## config.mk

```make
export PLATFORM = sky130hd
export DESIGN_NAME = pulse_sequencer
export DESIGN_NICKNAME = d
export VERILOG_FILES = /design/src/rtl/pulse_sequencer.sv
export SDC_FILE = /design/constraint.sdc
export NUM_CORES = 1
export LEC_CHECK = 0
export ABC_AREA = 1
export BUFFER_PORTS_ARGS = -buffer_cell sky130_fd_sc_hd__buf_2
export CAP_MARGIN = 20
export CELL_PAD_IN_SITES_DETAIL_PLACEMENT = 1
export CELL_PAD_IN_SITES_GLOBAL_PLACEMENT = 1
export CORE_MARGIN = 1.5
export CORE_UTILIZATION = 42
export CTS_BUF_LIST = sky130_fd_sc_hd__clkbuf_4 sky130_fd_sc_hd__clkbuf_8 sky130_fd_sc_hd__clkbuf_16
export DETAILED_ROUTE_END_ITERATION = 10
export PLACE_DENSITY_LB_ADDON = 0.1
export SYNTH_ARGS = -nofsm -noshare
export SYNTH_HDL_FRONTEND = slang
export SYNTH_SLANG_ARGS = --single-unit
```

## constraint.sdc

```tcl
create_clock -name clk -period 11.9 [get_ports clk]
set_input_delay 1.785 -clock clk [delete_from_list [all_inputs] [get_ports clk]]
set_output_delay 1.785 -clock clk [all_outputs]
set_load 0.05 [all_outputs]
```

## src/rtl/pulse_sequencer.sv

```systemverilog
`default_nettype none
// ============================================================================
//  Module   : pulse_sequencer
//  Purpose  : Plays a table of (period_ms, duration_ms) steps into the
//             period input of the ms-based pulse generator, optionally looping.
//  Revision : 1.0  initial release
// ============================================================================
module pulse_sequencer #(
    parameter int CNT_MAX = 100_000,
    parameter int DEPTH   = 8
) (
    input  logic                     clk,
    input  logic                     reset,
    input  logic                     wr_en,
    input  logic [$clog2(DEPTH)-1:0] wr_addr,
    input  logic [15:0]              wr_period,
    input  logic [15:0]              wr_dur,
    input  logic [$clog2(DEPTH):0]   num_steps,
    input  logic                     loop,
    input  logic                     start,
    input  logic                     stop,
    output logic [15:0]              period_ms,
    output logic [$clog2(DEPTH)-1:0] step_idx,
    output logic                     busy,
    output logic                     done
);

    localparam int                c_AW        = $clog2(DEPTH);
    localparam logic [c_AW:0]     c_DEPTH_N   = (c_AW+1)'(DEPTH);
    localparam logic [31:0]       c_TICK_LAST = 32'(CNT_MAX - 1);

    typedef enum logic [1:0] {
        S_IDLE = 2'd0,
        S_LOAD = 2'd1,
        S_RUN  = 2'd2,
        S_DONE = 2'd3
    } state_t;

    state_t          r_state,      w_state_nxt;
    logic [c_AW-1:0] r_idx,        w_idx_nxt;
    logic [c_AW:0]   r_steps,      w_steps_nxt;
    logic [15:0]     r_cur_period, w_cur_period_nxt;
    logic [15:0]     r_cur_dur,    w_cur_dur_nxt;
    logic [31:0]     r_tick,       w_tick_nxt;
    logic [31:0]     r_ms,         w_ms_nxt;
    logic [15:0]     r_period,     w_period_nxt;
    logic [c_AW-1:0] r_step_idx,   w_step_idx_nxt;

    logic [15:0]     r_tab_period [DEPTH];
    logic [15:0]     r_tab_dur    [DEPTH];

    logic [31:0]     w_dur_m1;
    logic            w_tick_wrap;
    logic            w_step_end;
    logic            w_last_step;

    // Step table; writes are allowed while running, a step only sees them at its LOAD.
    always_ff @(posedge clk or posedge reset) begin
        if (reset) begin
            for (int i = 0; i < DEPTH; i++) begin
                r_tab_period[i] <= '0;
                r_tab_dur[i]    <= '0;
            end
        end else if (wr_en) begin
            r_tab_period[wr_addr] <= wr_period;
            r_tab_dur[wr_addr]    <= wr_dur;
        end
    end

    assign w_dur_m1    = {16'd0, r_cur_dur} - 32'd1;
    assign w_tick_wrap = (r_tick == c_TICK_LAST);
    assign w_step_end  = w_tick_wrap && (r_ms == w_dur_m1);
    assign w_last_step = ({1'b0, r_idx} == (r_steps - 1'b1));

    always_ff @(posedge clk or posedge reset) begin
        if (reset) begin
            r_state      <= S_IDLE;
            r_idx        <= '0;
            r_steps      <= '0;
            r_cur_period <= '0;
            r_cur_dur    <= '0;
            r_tick       <= '0;
            r_ms         <= '0;
            r_period     <= '0;
            r_step_idx   <= '0;
        end else begin
            r_state      <= w_state_nxt;
            r_idx        <= w_idx_nxt;
            r_steps      <= w_steps_nxt;
            r_cur_period <= w_cur_period_nxt;
            r_cur_dur    <= w_cur_dur_nxt;
            r_tick       <= w_tick_nxt;
            r_ms         <= w_ms_nxt;
            r_period     <= w_period_nxt;
            r_step_idx   <= w_step_idx_nxt;
        end
    end

    always_comb begin
        w_state_nxt      = r_state;
        w_idx_nxt        = r_idx;
        w_steps_nxt      = r_steps;
        w_cur_period_nxt = r_cur_period;
        w_cur_dur_nxt    = r_cur_dur;
        w_tick_nxt       = r_tick;
        w_ms_nxt         = r_ms;
        w_period_nxt     = r_period;
        w_step_idx_nxt   = r_step_idx;

        if (stop) begin
            // Abort outranks start and any step end in the same cycle.
            w_state_nxt    = S_IDLE;
            w_idx_nxt      = '0;
            w_step_idx_nxt = '0;
            w_period_nxt   = '0;
            w_tick_nxt     = '0;
            w_ms_nxt       = '0;
        end else begin
            case (r_state)
                S_IDLE: begin
                    w_period_nxt = '0;
                    if (start && (num_steps != '0)) begin
                        w_steps_nxt    = (num_steps > c_DEPTH_N) ? c_DEPTH_N : num_steps;
                        w_idx_nxt      = '0;
                        w_step_idx_nxt = '0;
                        w_state_nxt    = S_LOAD;
                    end
                end
                S_LOAD: begin
                    w_cur_period_nxt = r_tab_period[r_idx];
                    w_cur_dur_nxt    = (r_tab_dur[r_idx] == 16'd0) ? 16'd1 : r_tab_dur[r_idx];
                    w_tick_nxt       = '0;
                    w_ms_nxt         = '0;
                    w_period_nxt     = r_tab_period[r_idx];
                    w_state_nxt      = S_RUN;
                end
                S_RUN: begin
                    if (w_tick_wrap) begin
                        w_tick_nxt = '0;
                        if (w_step_end) begin
                            // period_ms is left alone here so it holds through LOAD.
                            if (!w_last_step) begin
                                w_idx_nxt      = r_idx + 1'b1;
                                w_step_idx_nxt = r_idx + 1'b1;
                                w_state_nxt    = S_LOAD;
                            end else if (loop) begin
                                w_idx_nxt      = '0;
                                w_step_idx_nxt = '0;
                                w_state_nxt    = S_LOAD;
                            end else begin
                                w_period_nxt = '0;
                                w_state_nxt  = S_DONE;
                            end
                        end else begin
                            w_ms_nxt = r_ms + 32'd1;
                        end
                    end else begin
                        w_tick_nxt = r_tick + 32'd1;
                    end
                end
                S_DONE: begin
                    w_period_nxt   = '0;
                    w_idx_nxt      = '0;
                    w_step_idx_nxt = '0;
                    w_state_nxt    = S_IDLE;
                end
                default: begin
                    w_state_nxt = S_IDLE;
                end
            endcase
        end
    end

    assign period_ms = r_period;
    assign step_idx  = r_step_idx;
    assign busy      = (r_state == S_LOAD) || (r_state == S_RUN);
    assign done      = (r_state == S_DONE);

endmodule
`default_nettype wire

```

## Word-level counts from Yosys, hierarchy flattened

Cells that the tools add are included.

| word-level totals | value |
|---|---|
| flip-flop bits (word level) | 361 |
| bits in latches | 0 |
| memory bits (writable) | 0 |
| bits in read-only memories | 0 |
| input port bits | 45 |
| output and inout bits | 21 |
| word-level logic and storage cells | 103 |
| memories kept | 0 |

| operators by class | value |
|---|---|
| add/subtract/negate cells | 5 |
| multipliers | 0 |
| divide/modulo/power cells | 0 |
| $lt $le $gt $ge | 4 |
| eq/ne operators | 13 |
| shift operators | 0 |
| mux-type cells | 39 |
| bitwise gates (word level) | 3 |
| reductions and logical operators | 16 |

Operators with widths:

| operator | number |
|---|---|
| bitwise mux 128 bit | 2 |
| two-way mux 16 bit | 11 |
| two-way mux 32 bit | 5 |
| one-hot mux 32 bit (2 select lines) | 2 |
| binary-select mux 16 bit (select 3 bit) | 2 |
| adder 32 x 1 -> 32 bit, second input constant | 2 |
| demux 16 bit (select 3 bit) | 1 |
| one-hot mux 16 bit (3 select lines) | 1 |
| == test 32 x 17 -> 1 bit, second input constant | 1 |
| == test 32 bit | 1 |
| two-way mux 3 bit | 6 |
| inequality test 3 bit, second input constant | 6 |
| subtractor 16 x 1 -> 17 bit, second input constant | 1 |
| zero test 16 bit | 1 |
| two-way mux 2 bit | 6 |
| one-hot mux 3 bit (3 select lines) | 1 |
| AND reduction 3 bit | 3 |
| >= comparator 4 bit, second input constant | 2 |
| inverter 3 -> 4 bit | 2 |
| one-hot mux 2 bit (4 select lines) | 1 |
| nonzero test 4 bit | 2 |
| AND reduction 5 bit | 1 |
| == test 2 bit, second input constant | 2 |
| == test 3 x 4 -> 1 bit | 1 |
| other kinds (15) | 17 |

## Logic depth before layout (Yosys ltp)

Gate-level depths: netlist of the first run.

| logic depth | value |
|---|---|
| depth in word-level cells | 7 |
| mapped depth | 18 |
| gate-level depth less buffers | 17 |

## Least setup slack after synthesis of the first run

No wires, ideal clock.

| timing path | value |
|---|---|
| path kind | in2reg |
| from | input wr_addr[2] |
| to | register r_tab_dur[1] in the netlist's numbering |
| library setup time | 0.078 ns |
| arrival | 2.875 ns |
| required time | 11.822 ns |
| slack | 8.948 ns |
| stages on the path | 5 |
| cells stage by stage | inv_1 -> nor3_1 -> clkbuf_1 -> nor2_1 -> a21oi_1 |

| on the way | value |
|---|---|
| longest elaborated chain between the ends | 6 |
| elaborated cells on any way between the ends | 7 |

Ends and longest elaborated chain:

| what | RTL line | text |
|---|---|---|
| start: declaration | 15 | `input logic [$clog2(DEPTH)-1:0] wr_addr,` |
| inverter 3 -> 4 bit (implied by the code) (*) | 66 | `r_tab_dur[wr_addr] <= wr_dur;` |
| >= comparator 4 bit (implied by the code) / < comparator 4 x 1 -> 1 bit (equally long branches) | 66 |  |
| logical AND 1 bit (implied by the code) | 66 |  |
| two-way mux 16 bit (implied by the code) | 66 |  |
| demux 16 bit (select 3 bit) (*) | 66 |  |
| bitwise mux 128 bit (*) | 66 |  |
| end signal: indexed assignment | 66 |  |
| end: declaration | 50 | `logic [15:0] r_tab_dur [DEPTH];` |

Mark *: on every way between the ends. The rest lies on a longest branch, timed or not.
A chain may end at the register's enable or synchronous reset.

## Final worst setup path of the first run

| timing path | value |
|---|---|
| from | input stop |
| to | register r_period[0], in the netlist period_ms[0] |

| on the way | value |
|---|---|
| longest elaborated chain between the ends | 2 |
| elaborated cells on any way between the ends | 6 |

Ends and longest elaborated chain:

| what | RTL line | text |
|---|---|---|
| start: declaration | 21 | `input logic stop,` |
| inequality test 3 bit (no line) | n/a |  |
| AND reduction 4 bit (no line) | n/a |  |
| end signal: assignment | 94 | `r_period <= w_period_nxt;` |
| end: declaration | 46 | `logic [15:0] r_period, w_period_nxt;` |

Parallel ways exist; a longest one is shown, timed or not.

==> impl_metrics.py, run 1 <==
metrics = {
    "grt": {
        "grt_usage": 0.255,
        "met1_usage": 0.345,
        "grt_pass1_vias": 16909,
        "antenna_found_initial": 0,
        "grt-ovfl-total": 0,
        "busiest_layer": "met2",
        "met3_usage": 0.0348,
        "grt_pass1_wl_um": 90500,
        "grt_max_degree": 97,
        "use_met2": 0.435,
    },
    "floorplan": {
        "die_x_um": 211,
        "fp.coreArea_sq_um": 42200,
        "start_util": 0.429,
        "dieHeight_um": 211,
        "ioPinCount": 66,
        "num_rows": 75,
        "dieArea_sq_um": 44400,
    },
    "logic_synthesis": {
        "synthCells": 2331,
        "yosys_register_bits": 361,
        "synth_area_sq_um": 18100,
        "avgSynthCellArea_sq_um": 7.78,
        "synth_fp_nets": 2386,
        "seq_area_frac_synth": 0.498,
        "synth_cell_types": 42,
        "ys_warn_count": 0,
    },
    "timing": {
        "finalWorstSetupSlack_ns": 7.75,
        "rsz0062_at_grt": "no",
        "worstMarginPinSlew_ns": 1.05,
        "relSlewSlack": 0.297,
        "whs_ns": 0.478,
        "skew_ns": 0.0134,
        "period_needed_ns": 4.15,
        "finalSetupViolations": 0,
        "setup_tns_ns": 0,
        "max_freq_mhz": 241,
        "slew_viol_final": 0,
        "hold_viol_final": 0,
        "fin_crit_sh": 0.348,
    },
    "detailed_routing": {
        "drc": 0,
        "wl_per_cell_um": 18.7,
        "dr.pass1.iters": 5,
        "drt_wl_total_um": 54400,
        "drtIter0Drc": 987,
        "drtAntennaViolNets": 0,
        "vias_per_cell": 5.46,
        "vias": 15873,
    },
    "power_and_ir_drop": {
        "p_leak_nw": 9.15,
        "peakVddDrop_v": 0.0000917,
        "p_total_mw": 3.88,
        "p_per_area_nw_per_um2": 192,
    },
    "place": {
        "placed_area_sq_um": 18800,
        "dp_cells": 2827,
        "numPortBuffers": 65,
        "hpwlAfterDp_um": 33700,
        "pre_cts_ws_ns": 7.11,
        "gp_congestion": 0.860,
    },
    "setup_path": {
        "critPathKind": "input pin to flip-flop",
        "critPathLaunch": "stop",
        "start_kind": "input pin",
        "timing.rr.start": "step_idx[0]$_DFFE_PP0P_",
        "crit_required_ns": 12.40,
        "reg2reg_depth": 9,
        "critPathCaptureType": "flip-flop",
        "critPathArrivalTime_ns": 4.64,
        "reg2reg_setup_slack_ns": 8.25,
        "r2r_end": "r_cur_dur[0]$_DFFE_PP0P_",
        "path_max_fanout": 37,
    },
    "worst_hold_path": {
        "hp-start": "r_tab_dur[66]$_DFFE_PP0P_",
        "worstHoldPathType": "flip-flop to flip-flop",
        "holdPathStages": 2,
        "min_to": "r_tab_dur[66]$_DFFE_PP0P_",
    },
    "finish": {
        "layout_commonest_cell": "nand2_1",
        "final_util": 0.478,
        "stdcell_area_sq_um": 20200,
        "n_fill_cell": 5182,
        "antennaDiodeCount": 0,
        "drive_above_1_share": 0.0917,
        "layout_common_cells": "nand2_1 (590), o21ai_0 (432), dfrtp_1 (359)",
        "nNetsFinal": 2388,
        "syn_to_final_growth_pct": 11.3,
        "final_cells": 2906,
    },
    "clock_tree": {
        "cts_resized": 0,
        "cts_tree": "built",
        "numCtsBuffers": 43,
        "cts.path.max_buffers": 3,
        "cts_setup_buffers": 0,
        "h-tree-depth": 2,
        "clkLatencyLatePin_ns": 0.58,
        "clock-sinks": 361,
        "holdBufCountCts": 0,
        "clkTransAtPathRegs_ns": 0.06,
        "clockRootBuffer": "clkbuf_16",
    },
    "flow_run": {
        "drv_cap": 0,
    },
    "outcome": {
        "outcome": "completed",
    },
}
## layout make-up
class,count,area (sq um),area share
inverter,161,613,0.0304
timing repair buffer,85,475,0.0236
sequential,361,9040,0.448
multi-input combinational,1681,7960,0.394
tap,539,674,0.0334
clock buffer,68,1330,0.0657
clock inverter,11,97.6,0.00483
## cells in the mapped netlist, drive strengths merged
library cell  instances  area (sq um)
a31oi                 2          12.5
ha                   10           125
o21a                  1          7.51
nand3b                1          7.51
nand4                37           231
o2111ai               1          8.76
clkbuf              103           387
dfrtp               361          9030
xnor2                16           140
a211oi                1          7.51
nor2                291          1130
or2                   6          37.5
buf                  25           169
o32ai                 2          17.5
o31ai                 3          22.5
a21o                  1          7.51
o21ai               474          2430
a2bb2oi               1          8.76
a21oi                29           145
nor4                  9          56.3
inv                 161           604
nand2               601          2280
o22ai                25           156
nand3                53           265
xor2                 26           228
a22oi                 1          7.51
nor4b                 1          8.76
nor3b                 2          15.0
o221ai               16           140
o211ai               29           218
nor3                 42           225
## worst max-delay path, stage by stage
cell and delay [ns]:
buf_2 0.18, inv_2 0.53, nand2_1 0.67, inv_1 0.92, o221ai_1 0.34, o21ai_2 0.19
## layer usage
metal / share of wire / wire, um
met5: 0 / 0
met4: 0.016 / 882
met3: 0.032 / 1740
met2: 0.47 / 25800
met1: 0.48 / 25900
## sequential cells by signal, summed over array words and instances, names as in the netlist
signal        flops
r_steps           4
r_cur_dur        16
step_idx          3
r_tick           32
r_state           2
r_tab_period    128
r_tab_dur       128
period_ms        16
r_ms             32
## where the power goes
part | internal, mW | total, mW | switching, mW
logic | 0.298 | 0.974 | 0.676
registers | 1.44 | 1.61 | 0.164
clock network | 0.770 | 1.30 | 0.534
## cell families after synthesis
kind of cell	Yosys count	synth area share
flip-flops	361	0.498
XOR/XNOR	42	0.0203
AND/OR/NAND/NOR	1043	0.235
buffers and inverters	289	0.0640
adder cells (fa/ha/maj)	10	0.00690
AO/OA/AOI/OAI	586	0.176
## how the worst max path moves through the flow
stage | depth (start not counted) | to
floorplan | 1 | period_ms[0]$_DFFE_PP0P_
global placement | 6 | period_ms[0]$_DFFE_PP0P_
detailed placement | 6 | period_ms[0]$_DFFE_PP0P_
CTS | 6 | period_ms[0]$_DFFE_PP0P_
global route | 6 | period_ms[4]$_DFFE_PP0P_
finish | 6 | period_ms[0]$_DFFE_PP0P_
Note: power is estimated with default switching activity, not from simulation.
==> inputs of run 2 (changes only) <==
==> constraint.sdc (replaced) <==
create_clock -name clk -period 3.55 [get_ports clk]
set_input_delay 0.5325 -clock clk [delete_from_list [all_inputs] [get_ports clk]]
set_output_delay 0.5325 -clock clk [all_outputs]
set_load 0.05 [all_outputs]
==> run 2 against run 1 <==
Effect of this change:
- combinational power grew to 3.5 times the previous value
- count of clock-buffer cells in the layout down 7
- design area grew 1.1%
- sequential cell count is the same
- first-iteration DRC count fell by 3.6%
- highest routed layer unchanged
- largest power group unchanged
- via count up 1.6%
- worst setup slack worse by 7.2 ns
==> impl_metrics.py, run 2 (synthesized netlist as in run 1, its figures left out) <==
metrics = {
    "clock_tree": {
        "cts_tree": "built",
        "clockRootBuffer": "clkbuf_16",
        "cts.path.max_buffers": 3,
        "cts_resized": 0,
        "h-tree-depth": 2,
        "clock-sinks": 361,
        "clkLatencyLatePin_ns": 0.58,
        "cts_setup_buffers": 0,
        "clkTransAtPathRegs_ns": 0.06,
        "holdBufCountCts": 0,
        "numCtsBuffers": 43,
    },
    "finish": {
        "reg_top3": "r_tab_dur x128, r_tab_period x128",
        "layout_commonest_cell": "nand2_1",
        "final_cells": 2921,
        "multi_input_area_sq_um": 7960,
        "stdcell_area_sq_um": 20400,
        "antennaDiodeCount": 0,
        "seqCellArea_sq_um": 9040,
        "layout_common_cells": "nand2_1 (590), o21ai_0 (432), dfrtp_1 (359)",
        "syn_to_final_growth_pct": 12.6,
        "nNetsFinal": 2404,
        "drive_above_1_share": 0.0974,
        "n_fill_cell": 5178,
    },
    "timing": {
        "hold_viol_final": 0,
        "slew_viol_final": 0,
        "finalSetupViolations": 0,
        "worstMarginPinSlew_ns": 1.09,
        "max_freq_mhz": 332,
        "fin_crit_sh": 0.849,
        "relSlewSlack": 0.273,
        "rsz0062_at_grt": "no",
        "whs_ns": 0.114,
        "skew_ns": 0.0201,
        "period_needed_ns": 3.01,
    },
    "place": {
        "dp_cells": 2843,
        "numPortBuffers": 65,
        "placed_area_sq_um": 19000,
        "hpwlAfterDp_um": 35100,
        "gp_congestion": 0.877,
    },
    "setup_path": {
        "start_kind": "flip-flop",
        "path_max_fanout": 14,
        "timing.rr.start": "r_state[0]$_DFFE_PP0P_",
        "crit_end": "r_tick[18]$_DFFE_PP0P_",
        "reg2reg_depth": 11,
        "critPathArrivalTime_ns": 3.48,
        "crit_required_ns": 4.02,
        "critPathCaptureType": "flip-flop",
        "reg2reg_setup_slack_ns": 0.54,
        "critPathLaunch": "r_state[0]$_DFFE_PP0P_",
        "r2r_end": "r_tick[18]$_DFFE_PP0P_",
        "critPathKind": "flip-flop to flip-flop",
    },
    "grt": {
        "grt_usage": 0.262,
        "grt_pass1_vias": 17012,
        "grt_max_degree": 141,
        "grt-ovfl-total": 0,
        "antenna_found_initial": 0,
        "grt_pass1_wl_um": 92100,
    },
    "detailed_routing": {
        "vias": 16133,
        "drc": 0,
        "vias_per_cell": 5.52,
        "drt_wl_total_um": 56400,
        "wl_per_cell_um": 19.3,
        "drtAntennaViolNets": 0,
        "drtIter0Drc": 951,
        "dr.pass1.iters": 5,
    },
    "floorplan": {
        "dieArea_sq_um": 44400,
        "num_rows": 75,
        "ioPinCount": 66,
        "die_x_um": 211,
        "dieHeight_um": 211,
        "fp.coreArea_sq_um": 42200,
        "start_util": 0.429,
    },
    "power_and_ir_drop": {
        "p_per_area_nw_per_um2": 652,
        "p_leak_nw": 9.27,
        "peakVddDrop_v": 0.000376,
    },
    "worst_hold_path": {
        "worstHoldPathType": "input pin to asynchronous set/reset pin",
    },
    "flow_run": {
        "drv_cap": 0,
    },
    "outcome": {
        "outcome": "completed",
    },
}
-- run 2: cell types whose count changed in the layout (fill, tap and decap cells not counted), moves of 3 or more --
cell / previous run / this run
clkinv_2: 8 / 12
buf_12: 0 / 6
bufinv_16: 0 / 3
buf_4: 20 / 30
clkbuf_4: 15 / 7
-- run 2: final cells by class --
type | instances | share of cell area
Clock buffer | 61 | 0.0627
Clock inverter | 17 | 0.00889
Inverter | 161 | 0.0298
Multi-Input combinational cell | 1681 | 0.390
Sequential cell | 361 | 0.443
Tap cell | 539 | 0.0330
Timing Repair Buffer | 101 | 0.0328
-- run 2: worst max-delay path: stages, from the launching register on --
cell     delay, ns
dfrtp_1       0.43
inv_1         0.14
ha_1          0.20
inv_1         0.06
nor2_1        0.09
buf_4         0.14
inv_1         0.05
nor2_1        0.82
inv_1         0.55
a21oi_1       0.24
o21ai_0       0.10
o21ai_0       0.08
-- run 2: how the worst min path moves through the flow --
stage          slack [ns]  cells past startpoint                         end                        from
2_1_floorplan        0.45                      2  r_tab_dur[100]$_DFFE_PP0P_  r_tab_dur[100]$_DFFE_PP0P_
3_3_place_gp         0.46                      2  r_tab_dur[104]$_DFFE_PP0P_  r_tab_dur[104]$_DFFE_PP0P_
3_5_place_dp         0.47                      2   r_tab_dur[42]$_DFFE_PP0P_   r_tab_dur[42]$_DFFE_PP0P_
4_1_cts              0.10                      2    r_cur_dur[0]$_DFFE_PP0P_                       reset
5_1_grt              0.14                      2    r_cur_dur[0]$_DFFE_PP0P_                       reset
6_report             0.11                      2        r_ms[23]$_DFFE_PP0P_                       reset
-- run 2: per-stage QoR --
stage	total power, mW	TNS (ns)	utilization	worst slack (ns)
2_1_floorplan	7.84	-658.02	-	-1.82
3_3_place_gp	8.66	0	0.449	0.669
3_5_place_dp	8.82	0	0.449	0.601
4_1_cts	13.5	0	0.483	0.587
5_1_grt	14.1	0	0.483	0.219
6_report	13.3	0	0.483	0.535
-- run 2: power breakdown --
group	total (mW)	switching [mW]	internal (mW)
combinational	3.42	2.37	1.05
clock	4.56	1.82	2.74
sequential	5.33	0.497	4.84
-- run 2: routing by layer --
metal / track usage / vias up / wire length, um
li1: - / 7718 / -
met1: 0.361 / 8080 / 26700
met2: 0.434 / 256 / 26500
met3: 0.0352 / 79 / 1960
met4: 0.0714 / 0 / 1250
met5: 0 / - / 0
==> inputs of run 3 (changes only) <==
--- a/config.mk
+++ b/config.mk
@@ -11,7 +11,7 @@
 export CELL_PAD_IN_SITES_DETAIL_PLACEMENT = 1
 export CELL_PAD_IN_SITES_GLOBAL_PLACEMENT = 1
 export CORE_MARGIN = 1.5
-export CORE_UTILIZATION = 42
+export CORE_UTILIZATION = 47
 export CTS_BUF_LIST = sky130_fd_sc_hd__clkbuf_4 sky130_fd_sc_hd__clkbuf_8 sky130_fd_sc_hd__clkbuf_16
 export DETAILED_ROUTE_END_ITERATION = 10
 export PLACE_DENSITY_LB_ADDON = 0.1
==> constraint.sdc (replaced) <==
create_clock -name clk -period 2.8 [get_ports clk]
set_input_delay 0.42 -clock clk [delete_from_list [all_inputs] [get_ports clk]]
set_output_delay 0.42 -clock clk [all_outputs]
set_load 0.05 [all_outputs]
==> run 3 against run 2 <==
Effect of this change:
- first-iteration DRC count down 9.5%
- clock skew shrank 0.0010 ns
- routed wire length is 0.32% higher
- die area down 10%
- combinational power up 31%
- hold slack worse by 0.041 ns
- worst setup slack got worse by 0.27 ns
- sequential cell count did not move
- fmax rose by 19%
- non-clock buffer count is 10 higher
- critical path type unchanged
- largest cell class unchanged
==> impl_metrics.py, run 3 (synthesized netlist as in run 1, its figures left out) <==
metrics = {
    "outcome": {
        "outcome": "completed",
    },
    "finish": {
        "final_util": 0.545,
        "layout_commonest_cell": "nand2_1",
        "nNetsFinal": 2412,
        "stdcell_area_sq_um": 20600,
        "multi_input_area_sq_um": 7970,
        "n_fill_cell": 4668,
        "seqCellArea_sq_um": 9040,
        "layout_common_cells": "nand2_1 (590), o21ai_0 (432), dfrtp_1 (359)",
        "final_cells": 2901,
        "reg_top3": "r_tab_dur x128, r_tab_period x128",
        "drive_above_1_share": 0.100,
        "syn_to_final_growth_pct": 13.7,
        "antennaDiodeCount": 0,
    },
    "place": {
        "hpwlAfterDp_um": 35800,
        "gp_congestion": 0.879,
        "dp_cells": 2824,
        "numPortBuffers": 65,
        "placed_area_sq_um": 19100,
    },
    "grt": {
        "grt_pass1_vias": 17429,
        "antenna_found_initial": 0,
        "grt_usage": 0.294,
        "grt-ovfl-total": 0,
        "grt_pass1_wl_um": 92100,
        "grt_max_degree": 91,
    },
    "detailed_routing": {
        "drtAntennaViolNets": 0,
        "wl_per_cell_um": 19.5,
        "vias": 16396,
        "dr.pass1.iters": 5,
        "drc": 0,
        "drtIter0Drc": 861,
        "vias_per_cell": 5.65,
        "drt_wl_total_um": 56600,
    },
    "timing": {
        "hold_viol_final": 0,
        "finalSetupViolations": 0,
        "setup_tns_ns": 0,
        "whs_ns": 0.0736,
        "relSlewSlack": 0.479,
        "skew_ns": 0.0191,
        "period_needed_ns": 2.53,
        "fin_crit_sh": 0.905,
        "rsz0062_at_grt": "no",
        "max_freq_mhz": 395,
        "worstMarginPinSlew_ns": 0.780,
        "slew_viol_final": 0,
    },
    "clock_tree": {
        "clock-sinks": 361,
        "cts_setup_buffers": 0,
        "h-tree-depth": 2,
        "numCtsBuffers": 41,
        "cts.path.max_buffers": 3,
        "clkLatencyLatePin_ns": 0.58,
        "clockRootBuffer": "clkbuf_16",
        "cts_tree": "built",
        "clkTransAtPathRegs_ns": 0.06,
    },
    "setup_path": {
        "critPathSlowestCell": "nor2_2",
        "critPathCaptureType": "flip-flop",
        "path_max_fanout": 14,
        "reg2reg_depth": 10,
        "cp.buffers_inverters": 4,
        "start_kind": "flip-flop",
        "critPathKind": "flip-flop to flip-flop",
        "crit_path_max_incr_delay_ns": 0.49,
        "crit_required_ns": 3.27,
        "cpMostUsedCell": "inv_1",
        "cp_top_family": "buffers and inverters",
        "crit_chain": "inv_1 -> ha_1 -> inv_1 -> nor2_1 -> inv_1 -> nor2_2 -> inv_1 -> a21oi_1 -> o21ai_0 -> o21ai_0",
        "critPathArrivalTime_ns": 3.00,
        "path_depth": 10,
    },
    "floorplan": {
        "start_util": 0.479,
        "ioPinCount": 66,
        "num_rows": 71,
        "fp.coreArea_sq_um": 37800,
        "dieHeight_um": 199,
        "dieArea_sq_um": 39800,
        "die_x_um": 199,
    },
    "worst_hold_path": {
        "holdPathStages": 3,
        "worstHoldPathType": "input pin to flip-flop",
    },
    "power_and_ir_drop": {
        "peakVddDrop_v": 0.000479,
        "p_per_area_nw_per_um2": 829,
        "p_leak_nw": 9.36,
    },
    "flow_run": {
        "drv_cap": 0,
    },
}
==> run 3: cell count changes in the layout (fill, tap and decap cells not counted), moves of 2 or more <==
cell / change
clkinv_2: -5
clkbuf_8: -3
bufinv_16: +2
clkinvlp_4: +3
clkbuf_4: +2
buf_12: +11
buf_4: -2
==> run 3: stage by stage <==
step	worst slack [ns]	power (mW)
global route	0.0283	18.1
CTS	0.238	17.2
finish	0.267	17.1
floorplan	-2.46	9.95
detailed placement	-0.0527	11.3
global placement	0.103	11.0
==> run 3: per-layer routing <==
metal / wire length [um] / global-route usage / vias up
li1: - / - / 7737
met1: 25500 / 0.383 / 8254
met2: 27400 / 0.511 / 310
met3: 2240 / 0.0359 / 95
met4: 1410 / 0.0936 / 0
met5: 0 / 0 / -
==> run 3: worst paths after layout <==
check	start	to	slack, ns
max reg2reg	r_state[0]$_DFFE_PP0P_	r_tick[18]$_DFFE_PP0P_	0.27
min in group asynchronous	reset	r_tab_dur[112]$_DFFE_PP0P_	0.42
min	wr_period[0]	r_tab_period[0]$_DFFE_PP0P_	0.07
max	r_state[0]$_DFFE_PP0P_	r_tick[18]$_DFFE_PP0P_	0.27
min reg2reg	r_tab_dur[40]$_DFFE_PP0P_	r_tab_dur[40]$_DFFE_PP0P_	0.48
max in group asynchronous	reset	r_tab_period[34]$_DFFE_PP0P_	1.44
==> run 3: power breakdown <==
group / switching [mW] / internal [mW] / total [mW]
logic: 3.06 / 1.41 / 4.48
registers: 0.640 / 6.13 / 6.77
clock network: 2.31 / 3.54 / 5.85
==> run 3: layout make-up <==
type	count	area share
clock buffers	59	0.0596
multi-input cells	1681	0.387
inverters	161	0.0295
clock inverters	17	0.0120
flip-flops and latches	361	0.438
repair buffers	111	0.0430
well taps	511	0.0310
==> run 3: repair_timing <==
item	4_1_cts	5_1_grt
endpoints found under the setup margin	8	5
resized for setup	1	1
endpoints found under the hold margin	17	0
hold buffers	1	0
==> run 3: worst register-to-register path, cell delays in order (launching register included) <==
cell and delay (ns):
dfrtp_1 0.43, inv_1 0.13, ha_1 0.19, inv_1 0.06, nor2_1 0.15, inv_1 0.09
nor2_2 0.49, inv_1 0.44, a21oi_1 0.25, o21ai_0 0.13, o21ai_0 0.09
